## src/rtl/pulpino_gpio_link.sv

```systemverilog
// Word <-> byte bridge between the host register file and the PULPino GPIO bank, with mod-4 turn-token handshakes.
// Optional PULPINO_GPIO_SYNC_EN puts 2-flop synchronizers on the PULPino-driven inputs.
module pulpino_gpio_link (
  input  logic        clk,
  input  logic        rst_n,
  input  logic [31:0] read_data,
  input  logic        do_read,
  output logic [7:0]  gpio_data_in,
  output logic [1:0]  data_in_io_turn,
  input  logic [1:0]  data_in_pulpino_turn,
  output logic        data_in_done,
  input  logic [7:0]  gpio_data_out,
  input  logic [1:0]  data_out_pulpino_turn,
  output logic [1:0]  data_out_io_turn,
  output logic [31:0] write_data,
  output logic        data_out_done
);

  logic [1:0] in_pturn;
  logic [1:0] out_pturn;
  logic [7:0] out_byte;

`ifdef PULPINO_GPIO_SYNC_EN
  logic [1:0] in_pturn_s1, out_pturn_s1;
  logic [7:0] out_byte_s1;

  always_ff @(posedge clk) begin
    if (!rst_n) begin
      in_pturn_s1  <= '0;
      in_pturn     <= '0;
      out_pturn_s1 <= '0;
      out_pturn    <= '0;
      out_byte_s1  <= '0;
      out_byte     <= '0;
    end else begin
      in_pturn_s1  <= data_in_pulpino_turn;
      in_pturn     <= in_pturn_s1;
      out_pturn_s1 <= data_out_pulpino_turn;
      out_pturn    <= out_pturn_s1;
      out_byte_s1  <= gpio_data_out;
      out_byte     <= out_byte_s1;
    end
  end
`else
  assign in_pturn  = data_in_pulpino_turn;
  assign out_pturn = data_out_pulpino_turn;
  assign out_byte  = gpio_data_out;
`endif

  // Host -> PULPino: byte k is presented with token (k+1) mod 4
  typedef enum logic {IDLE, SEND} state_t;

  state_t          state_q, state_d;
  logic [3:0][7:0] shadow_q, shadow_d;
  logic [7:0]      byte_d;
  logic [1:0]      turn_d;
  logic            done_d;

  always_ff @(posedge clk) begin
    if (!rst_n) begin
      state_q         <= IDLE;
      shadow_q        <= '0;
      gpio_data_in    <= '0;
      data_in_io_turn <= '0;
      data_in_done    <= 1'b0;
    end else begin
      state_q         <= state_d;
      shadow_q        <= shadow_d;
      gpio_data_in    <= byte_d;
      data_in_io_turn <= turn_d;
      data_in_done    <= done_d;
    end
  end

  always_comb begin
    state_d  = state_q;
    shadow_d = shadow_q;
    byte_d   = gpio_data_in;
    turn_d   = data_in_io_turn;
    done_d   = data_in_done;
    case (state_q)
      IDLE: if (do_read) begin
        shadow_d = read_data;
        byte_d   = read_data[7:0];
        turn_d   = 2'd1;
        done_d   = 1'b0;
        state_d  = SEND;
      end
      SEND: if (in_pturn == data_in_io_turn) begin
        // Token 00 acknowledges byte3; the last byte stays on the bus
        if (data_in_io_turn == 2'd0) begin
          done_d  = 1'b1;
          state_d = IDLE;
        end else begin
          // Current token t acked byte t-1, so byte t goes next
          byte_d = shadow_q[data_in_io_turn];
          turn_d = data_in_io_turn + 2'd1;
        end
      end
      default: state_d = IDLE;
    endcase
  end

  // PULPino -> host: the ack token doubles as the byte slot index
  logic [7:0] slot0_q, slot1_q, slot2_q;
  logic       out_new;

  assign out_new = (out_pturn == data_out_io_turn + 2'd1);

  always_ff @(posedge clk) begin
    if (!rst_n) begin
      slot0_q          <= '0;
      slot1_q          <= '0;
      slot2_q          <= '0;
      data_out_io_turn <= '0;
      write_data       <= '0;
      data_out_done    <= 1'b0;
    end else if (out_new) begin
      data_out_io_turn <= out_pturn;
      case (data_out_io_turn)
        2'd0: begin
          slot0_q       <= out_byte;
          data_out_done <= 1'b0;
        end
        2'd1: slot1_q <= out_byte;
        2'd2: slot2_q <= out_byte;
        default: begin
          write_data    <= {out_byte, slot2_q, slot1_q, slot0_q};
          data_out_done <= 1'b1;
        end
      endcase
    end
  end

endmodule

```

## config.mk

```make
export PLATFORM = sky130hd
export DESIGN_NAME = pulpino_gpio_link
export DESIGN_NICKNAME = d
export VERILOG_FILES = /design/src/rtl/pulpino_gpio_link.sv
export SDC_FILE = /design/constraint.sdc
export NUM_CORES = 1
export LEC_CHECK = 0
export CAP_MARGIN = 20
export CORE_MARGIN = 8
export CORE_UTILIZATION = 26
export CTS_BUF_LIST = sky130_fd_sc_hd__clkbuf_8
export CTS_CLUSTER_DIAMETER = 60
export DETAILED_ROUTE_END_ITERATION = 12
export PLACE_DENSITY = 0.54
export REMOVE_ABC_BUFFERS = 1
export SLEW_MARGIN = 20
export SYNTH_ARGS = -nofsm -noshare
export SYNTH_HDL_FRONTEND = slang
export SYNTH_SLANG_ARGS = --single-unit
```

## constraint.sdc

```tcl
create_clock -name clk -period 2.2 [get_ports clk]
set_input_delay 0.66 -clock clk [delete_from_list [all_inputs] [get_ports clk]]
set_output_delay 0.66 -clock clk [all_outputs]
set_load 0.05 [all_outputs]
```

==> impl_metrics.toml <==
[min_path]
min_path_cells = 2
hold_path.startpoint = "slot2_q[6]"
hp-class = "register to register"
holdPathEnd = "write_data[22]"

[worst_setup_path]
worstPathArrival_ns = 1.30
path_depth = 1
reg2reg_slack_ns = 0.32
cpPeakStageDelay_ns = 0.55
timing.rr.end = "slot2_q[2]"
crit_chain = "dlygate4sd2_1"
cp-start-kind = "register"
worstPathMaxFanout = 2
cp.required_ns = 1.54
r2r_cells = 8
crit_path_top_delay_cell = "dlygate4sd2_1"
crit_type = "register to output port"
path_delay_family = "buffers and inverters"
cp-end-kind = "output port"
timing.rr.start = "data_out_io_turn[1]"
crit_buf_inv = 1

[global_route]
grt_max_degree = 104
grt_usage_pct = 10.5
grt_pass1_vias = 3371
antenna_found_initial = 0
grt_overflow = 0
grt_pass1_wl_mm = 17.1

[synth]
synth_warnings = 0
syn-cell-area_um2 = 4240
yosys.area.top_type = "dfxtp_1"
synth_top_area_share_pct = 48.6
synth-seq-cells = 103
synthCells = 450
yosysUniqueCellTypes = 30
ys_seq_area_share_pct = 48.6
syn_area_per_cell_um2 = 9.43
synth_area_leaders = "dfxtp_1, nand2_1, mux2i_1, a21boi_0, a21boi_1"

[floorplanning]
start_util_pct = 26.6
pin_count = 93
dieArea_um2 = 20700
row_count = 46
fp.dieH_um = 144
die_w_um = 144
fp.coreArea_um2 = 15900

[timing]
rsz0062_at_grt = "false"
fmax_ghz = 0.511
fin_crit_ns = 1.96
fin_worst_skew_ns = 0.00850
setup_viol = 0
hold_violations = 0
finalWorstSetupSlack_ns = 0.243
worst_pin_slew_ns = 0.514
period_share_pct = 89.0
hold_slack_ns = 0.457
report.final.slew_viol_count = 0
relSlewSlack_pct = 65.9

[routing]
wire_per_inst_um = 13.7
drt-total-wl_mm = 10.5
antenna_left = 0
wl_met1_mm = 4.81
drt-pass1-iter-count = 4
vias = 3306
top_layer = "met4"
wl_met2_mm = 4.69
met3_wirelength_um = 863
drt-initial-drc-count = 148
drcViolationCount = 0
vias_per_cell = 4.32

[finish]
seqCellArea_um2 = 2060
diodes = 0
syn2layout_area_growth_pct = 33.4
multi_input_area_um2 = 2020
layout.nets = 597
num-fill-cells = 1649
fin_area_um2 = 5660
drive_above_1_share_pct = 13.5

[power_and_ir_drop]
leakage_nw = 2.34
vdd_drop_max_v = 0.000349
switching_share_pct = 28.6
pwr-share-seq_pct = 52.6
p_comb_share_pct = 18.3
internal_power_w = 0.00272
clockPowerShare_pct = 29.1
power.switching_w = 0.00109
p_per_area_nw_per_um2 = 674

[placement]
portBuffers = 92
place_ws_ns = -0.00763
place_congestion = 0.724
hpwl_mm = 7.45
post_dp_cell_area_um2 = 5510

[clock_tree]
cts.htree.levels = 3
cts_tree = "built"
clockRootBuffer = "clkbuf_8"
clk_latency_ns = 0.38
numCtsBuffers = 9
clock_sinks = 103
cts.reportedPaths.clkPinSlew_ns = 0.10
postCtsHoldBufs = 0
ctsLongestPathBuffers = 2

[flow_run]
maxCapViolations = 0

[run_status]
status = "complete, no violations"
logic make-up (layout without fill, tap and decap cells):
kind of cell	after synthesis	in the layout	share of synthesized area, %
XOR/XNOR	4	4	1.18
AND/OR/NAND/NOR	172	172	17.6
multiplexers	41	41	12.0
buffers and inverters	35	135	3.95
adder cells (fa/ha/maj)	5	5	1.47
AO/OA/AOI/OAI	90	90	15.1
flip-flops	103	103	48.6
placed cells by master (no fill, tap or decap), drive strengths merged:
cell           instances
o21ai                  9
clkdlybuf4s50         45
dlygate4sd2           26
nor2                   4
mux2i                 33
nor3b                  1
clkbuf                 9
o211a                  2
a21o                   1
a31oi                  2
nand3                  4
a21boi                64
mux4                   8
ha                     5
nand2b                 2
nor3                   1
o31ai                  1
inv                    8
xnor2                  1
dfxtp                103
nand2                131
clkinv                 4
and3                   1
a21oi                 11
nor2b                 28
xor2                   3
buf                   43
worst max-delay path by stage:
stage | startpoint | to
CTS | gpio_data_in[3] | gpio_data_in[3]
finish | write_data[21] | write_data[21]
global placement | data_out_pulpino_turn[0] | data_out_done
detailed placement | data_out_pulpino_turn[0] | slot1_q[3]
global route | write_data[21] | write_data[21]
floorplan | data_out_io_turn[0] | write_data[24]
per-layer routing:
| layer | GRT usage (%) | up-vias |
|---|---|---|
| li1 | - | 1683 |
| met2 | 16.7 | 85 |
| met5 | 0 | - |
| met4 | 3.15 | 0 |
| met3 | 4.64 | 12 |
| met1 | 12.5 | 1526 |
sequential cells by signal, indices dropped and copies added (netlist names):
register          count
gpio_data_in          8
state_q               1
data_in_done          1
data_in_io_turn       2
shadow_q             32
slot1_q               8
write_data           32
data_out_io_turn      2
slot2_q               8
data_out_done         1
slot0_q               8
tightest hold or removal path: stages, from the launching register on:
cell and delay [ns]:
dfxtp_1 0.32, nand2_1 0.05, a21boi_1 0.05
synthesized netlist by cell type, drive strengths merged:
cell and count:
xor2 3, o21ai 9, o211a 2, nand2b 2, nand3 4, a21o 1, nor3 1, nor3b 1
xnor2 1, mux4 8, nor2b 28, inv 5, o31ai 1, a21boi 64, ha 5, nor2 4
nand2 131, a21oi 11, clkbuf 19, a31oi 2, mux2i 33, dfxtp 103, and3 1, buf 11
cell type report:
cell class	instances	area share (%)
clock buffer	9	2.19
clock inverter	7	0.995
inverter	5	0.332
multi-input combinational	312	35.6
sequential	103	36.4
tap	216	4.78
timing repair buffer	114	19.6
power groups by stage:
stage               clock (W)  combinational (W)  sequential, W
floorplan                   0           0.000295        0.00213
global placement            0           0.000703        0.00205
detailed placement          0           0.000712        0.00205
CTS                   0.00117           0.000710        0.00201
global route          0.00124           0.000758        0.00202
finish                0.00111           0.000698        0.00201
what timing repair did:
action | 4_1_cts | 5_1_grt
endpoints found under the setup margin | 26 | 0
buffers inserted | 0 | 0
resized for setup | 26 | 0
endpoints found under the hold margin | 0 | 0
metrics by stage:
step	power [W]	cells	TNS (ns)	utilization, %
floorplan	0.00243	420	-12.80	-
global placement	0.00275	750	-0.00496	34.6
detailed placement	0.00276	750	-0.0140	34.6
CTS	0.00389	766	0	35.5
global route	0.00402	766	0	35.5
finish	0.00381	766	0	35.5
Power figures use the tool's default switching activity.
